## src/rtl/lsu_subword.sv

```systemverilog
// lsu_subword: RV32I load/store unit between the execute stage and a
// word-addressed data memory. Loads are aligned and extended with zero
// latency; SW writes in the same cycle; SB/SH are a two-cycle
// read-modify-write that stalls the core during the read cycle.
// Misaligned, out-of-range and illegal-funct3 accesses raise o_fault and
// are suppressed.
// Optional build macro: LSU_PERF_EN adds the o_rmw_cnt / o_fault_cnt
// performance counters.
module lsu_subword #(
    parameter int unsigned MEM_WORDS = 256
) (
    input  logic        i_clk,
    input  logic        i_rst_n,
    input  logic        i_req,
    input  logic        i_we,
    input  logic [2:0]  i_funct3,
    input  logic [31:0] i_addr,
    input  logic [31:0] i_wdata,
    output logic [31:0] o_rdata,
    output logic        o_stall,
    output logic        o_fault,
    output logic        o_mem_we,
    output logic [31:0] o_mem_addr,
    output logic [31:0] o_mem_wdata,
    input  logic [31:0] i_mem_rdata
`ifdef LSU_PERF_EN
   ,output logic [31:0] o_rmw_cnt,
    output logic [31:0] o_fault_cnt
`endif
);

    typedef enum logic {
        ST_IDLE  = 1'b0,
        ST_WRITE = 1'b1
    } state_t;

    // RV32I funct3 width/sign codes
    localparam logic [2:0] F3_B  = 3'd0;
    localparam logic [2:0] F3_H  = 3'd1;
    localparam logic [2:0] F3_W  = 3'd2;
    localparam logic [2:0] F3_BU = 3'd4;
    localparam logic [2:0] F3_HU = 3'd5;

    // Word-index limit, sized to compare directly with i_addr[31:2]
    localparam logic [29:0] MEM_WORDS_W = 30'(MEM_WORDS);

    state_t      state;
    logic [31:0] addr_q;
    logic [31:0] merge_q;

    logic        illegal;
    logic        misaligned;
    logic        out_of_range;
    logic        fault_det;
    logic        rmw_start;
    logic [7:0]  byte_sel;
    logic [15:0] half_sel;
    logic [31:0] load_data;
    logic [31:0] merged;

    // Decode the fault conditions for the request presented in IDLE
    always_comb begin
        // NOTE: every signal written here gets a default first so that no
        // path leaves it unassigned, which would otherwise infer a latch.
        illegal    = 1'b0;
        misaligned = 1'b0;
        if (i_we) begin
            illegal = !(i_funct3 inside {F3_B, F3_H, F3_W});
        end else begin
            illegal = !(i_funct3 inside {F3_B, F3_H, F3_W, F3_BU, F3_HU});
        end
        case (i_funct3)
            F3_H, F3_HU: misaligned = i_addr[0];
            F3_W:        misaligned = (i_addr[1:0] != 2'b00);
            default:     misaligned = 1'b0;
        endcase
        out_of_range = (i_addr[31:2] >= MEM_WORDS_W);
        fault_det    = i_req && (state == ST_IDLE)
                       && (illegal || misaligned || out_of_range);
        rmw_start    = i_req && (state == ST_IDLE) && !fault_det
                       && i_we && (i_funct3 != F3_W);
    end

    // Select and extend the addressed lane of the memory word for loads
    always_comb begin
        byte_sel  = 8'h00;
        half_sel  = 16'h0000;
        load_data = 32'h0000_0000;
        case (i_addr[1:0])
            2'd0:    byte_sel = i_mem_rdata[7:0];
            2'd1:    byte_sel = i_mem_rdata[15:8];
            2'd2:    byte_sel = i_mem_rdata[23:16];
            default: byte_sel = i_mem_rdata[31:24];
        endcase
        half_sel = i_addr[1] ? i_mem_rdata[31:16] : i_mem_rdata[15:0];
        case (i_funct3)
            F3_B:    load_data = {{24{byte_sel[7]}}, byte_sel};
            F3_H:    load_data = {{16{half_sel[15]}}, half_sel};
            F3_W:    load_data = i_mem_rdata;
            F3_BU:   load_data = {24'h000000, byte_sel};
            F3_HU:   load_data = {16'h0000, half_sel};
            default: load_data = 32'h0000_0000;
        endcase
    end

    // Insert the store lane into the old word; other bytes keep memory value
    always_comb begin
        merged = i_mem_rdata;
        if (i_funct3 == F3_B) begin
            merged[{i_addr[1:0], 3'b000} +: 8] = i_wdata[7:0];
        end else begin
            merged[{i_addr[1], 4'b0000} +: 16] = i_wdata[15:0];
        end
    end

    // Drive the core and memory sides from the current state and request
    always_comb begin
        o_stall     = 1'b0;
        o_fault     = 1'b0;
        o_mem_we    = 1'b0;
        o_rdata     = 32'h0000_0000;
        o_mem_addr  = {i_addr[31:2], 2'b00};
        o_mem_wdata = i_wdata;
        if (state == ST_WRITE) begin
            // Core inputs are held stable but ignored during the write cycle
            o_mem_addr  = addr_q;
            o_mem_wdata = merge_q;
            o_mem_we    = 1'b1;
        end else if (i_req) begin
            if (fault_det) begin
                o_fault = 1'b1;
            end else if (!i_we) begin
                o_rdata = load_data;
            end else if (i_funct3 == F3_W) begin
                o_mem_we = 1'b1;
            end else begin
                o_stall = 1'b1;
            end
        end
    end

    // RMW sequencer: capture the merged word in IDLE, write it in WRITE
    always_ff @(posedge i_clk or negedge i_rst_n) begin
        // NOTE: state registers use non-blocking assignments so every flop
        // samples pre-edge values regardless of statement order.
        if (!i_rst_n) begin
            state   <= ST_IDLE;
            addr_q  <= 32'h0000_0000;
            merge_q <= 32'h0000_0000;
        end else begin
            case (state)
                ST_IDLE: begin
                    if (rmw_start) begin
                        merge_q <= merged;
                        addr_q  <= {i_addr[31:2], 2'b00};
                        state   <= ST_WRITE;
                    end
                end
                default: begin
                    state <= ST_IDLE;
                end
            endcase
        end
    end

`ifdef LSU_PERF_EN
    // Count completed RMW writes and faulting request cycles (wrapping)
    always_ff @(posedge i_clk or negedge i_rst_n) begin
        if (!i_rst_n) begin
            o_rmw_cnt   <= 32'h0000_0000;
            o_fault_cnt <= 32'h0000_0000;
        end else begin
            if (state == ST_WRITE) begin
                o_rmw_cnt <= o_rmw_cnt + 32'd1;
            end
            if (i_req && o_fault) begin
                o_fault_cnt <= o_fault_cnt + 32'd1;
            end
        end
    end
`endif

endmodule

```

## config.mk

```make
export PLATFORM = sky130hd
export DESIGN_NAME = lsu_subword
export DESIGN_NICKNAME = d
export VERILOG_FILES = /design/src/rtl/lsu_subword.sv
export SDC_FILE = /design/constraint.sdc
export NUM_CORES = 1
export LEC_CHECK = 0
export ABC_AREA = 1
export CAP_MARGIN = 20
export CORE_AREA = 2 2 129 131
export DETAILED_ROUTE_END_ITERATION = 6
export DIE_AREA = 0 0 131 133
export DONT_BUFFER_PORTS = 1
export GPL_TIMING_DRIVEN = 1
export PLACE_DENSITY = 0.53
export SLEW_MARGIN = 20
export SYNTH_ARGS = -nofsm -noshare
export SYNTH_HDL_FRONTEND = slang
export SYNTH_SLANG_ARGS = --single-unit
```

## constraint.sdc

```tcl
create_clock -name i_clk -period 6.1 [get_ports i_clk]
set_input_delay 1.83 -clock i_clk [delete_from_list [all_inputs] [get_ports i_clk]]
set_output_delay 1.83 -clock i_clk [all_outputs]
set_load 0.005 [all_outputs]
```

==> results.toml <==
[run_status]
outcome = "finished clean"

[worst_hold_path]
min_path_type = "reg -> reg"
whs_path_depth = 2
min-delay-start = "addr_q[31]"
hold_path_end = "addr_q[31]"

[setup_path]
worst-setup-path-type = "in -> out"
endpoint_kind = "primary output"
rr_endpoint = "addr_q[4]"
start_kind = "input pin"
r2r-start = "state"
path_max_fanout = 49
rrSetupSlack_ns = 3.69
critPathArrivalTime_ns = 3.62
cp_data_required_time_ns = 4.27
r2r_cells = 7

[power_and_ir_drop]
p_per_area_nw_per_um2 = 187
vdd_drop_max_v = 0.000125
leakage_nw = 3.21

[sta]
hold_slack_ns = 0.462
setup_viol = 0
fin_skew_ns = 0.00305
rsz0062_at_grt = "no"
relSlewSlack = 0.335
period_needed_ns = 5.45
timing.final.crit_share = 0.894
setup_tns_ns = 0
hold_viol_final = 0
slew_viol_final = 0
worst_pin_slew_ns = 0.995
max_freq_ghz = 0.183

[logic_synthesis]
synth_largest_area_cell = "nand2_1"
synth_top_area_share = 0.305
ys.warnings.count = 0
synth_edf_count = 0
async_reset_ff_frac = 1.00
synth_ff_type = "dfrtp_1"
seq_area_frac_synth = 0.288
ys_ff_latch = 63
synth_cells = 949
mappedNetlistArea_um2 = 5480
syn_area_per_cell_um2 = 5.78
synth_cell_types = 25
synth_area_leaders = "nand2_1 31%, dfrtp_1 29%, inv_1 6.2%"

[routing]
routedWlPerCell_um = 16.9
wl_met2_um = 8810
detail-route-antenna-nets = 0
routed_via_density = 5.10
drt_first_pass_iters = 5
drt-total-wl_um = 19100
drt-initial-drc-count = 330
wl_met3_um = 1550
routed-via-count = 5772
drc = 0
routedLengthMet1_um = 8390
highest_layer = "met4"

[clocking]
cts_tree = "built"
path_clk_slew_ns = 0.05
htree_levels = 3
postCtsSetupRepairBufs = 0
cts_buffers = 9
cts_resized = 0
clkLatencyLatePin_ns = 0.33
clock_sinks = 63
clockRootBuffer = "clkbuf_16"
cts_buffer_depth = 2
holdBufCountCts = 0

[floorplanning]
fp.dieArea_um2 = 17400
initial_core_util = 0.339
fp.coreArea_um2 = 16200
die_y_um = 133
ios = 202
die_w_um = 131
rows = 47

[cells_and_area]
finalNetCount = 1016
final_cell_mix = "446 x nand2_1, 91 x inv_1, 62 x dfrtp_1"
antennaDiodeCount = 0
drive_gt1_frac = 0.0439
layout_commonest_cell = "nand2_1"
area_delta_synth_final_pct = 6.87

[global_route]
grt_pass1_vias = 5277
grt_max_degree = 64
grtUsageTotal = 0.215
antenna_found_initial = 0
overflow = 0
grt_pass1_wl_um = 29000

[placed_design]
routabilityCongestion = 0.912
hpwl_um = 14400
io_buffers = 0

[run]
drv_cap = 0
worst max-delay path by stage:
| stage | from | to | slack (ns) | depth (start not counted) |
|---|---|---|---|---|
| finish | i_addr[1] | o_rdata[18] | 0.65 | 8 |
| detailed placement | i_addr[1] | o_rdata[4] | 0.66 | 8 |
| floorplan | i_addr[1] | o_rdata[15] | 0.65 | 12 |
| CTS | i_addr[1] | o_rdata[4] | 0.65 | 8 |
| global route | i_addr[1] | o_rdata[0] | 0.45 | 8 |
| global placement | i_addr[1] | o_rdata[9] | 0.75 | 8 |
critical path, cell delays in order:
cell and delay, ns:
inv_1 0.09, ha_1 0.36, clkinv_1 0.30, o211ai_2 0.25, nand3_2 0.40, nand2_1 0.20, inv_1 0.05, nor2_1 0.12
through the flow:
stage	area (µm²)	power (mW)	utilization	setup WS, ns	instances
2_1_floorplan	5490	0.564	-	0.648	950
3_3_place_gp	5560	0.594	0.344	0.746	1117
3_5_place_dp	5560	0.594	0.344	0.662	1117
4_1_cts	5860	1.12	0.362	0.653	1132
5_1_grt	5860	1.16	0.362	0.447	1132
6_report	5860	1.10	0.362	0.647	1132
power by group:
| group | switching, mW | internal [mW] |
|---|---|---|
| clock | 0.176 | 0.335 |
| combinational | 0.114 | 0.0548 |
| sequential | 0.000000232 | 0.418 |
layout make-up:
class / count / area (µm²)
Clock buffer: 12 / 256
Clock inverter: 3 / 42.5
Fill cell: 1906 / 10300
Inverter: 95 / 357
Multi-Input combinational cell: 729 / 3280
Sequential cell: 63 / 1580
Tap cell: 220 / 275
Timing Repair Buffer: 10 / 75.1
flip-flops by register name, indices dropped and copies added (netlist names):
signal and flops:
merge_q 32, addr_q 30, state 1
metal layers:
metal,up-vias,GRT usage
li1,2919,-
met1,2575,0.279
met2,249,0.347
met3,29,0.0639
met4,0,0.0591
met5,-,0
logic make-up (layout without fill, tap and decap cells):
| family | after synthesis | count (layout) | synth area share |
|---|---|---|---|
| adder cells (fa/ha/maj) | 5 | 5 | 0.0114 |
| flip-flops | 63 | 63 | 0.288 |
| other | 1 | 2 | 0.000684 |
| AO/OA/AOI/OAI | 122 | 122 | 0.131 |
| buffers and inverters | 158 | 120 | 0.117 |
| AND/OR/NAND/NOR | 600 | 600 | 0.452 |
cells in the mapped netlist (2+ instances only):
cell type,instances
inv_1,91
a21oi_1,32
inv_2,3
a211oi_1,7
nor2_4,4
buf_1,3
buf_4,4
clkbuf_1,29
nand2_1,446
o21ai_0,49
buf_2,27
ha_1,5
o211ai_1,33
nand3_2,2
nor2_2,2
dfrtp_1,63
nand4_1,41
nor2_1,57
nand3_1,45
(Power assumes the default switching activity.)
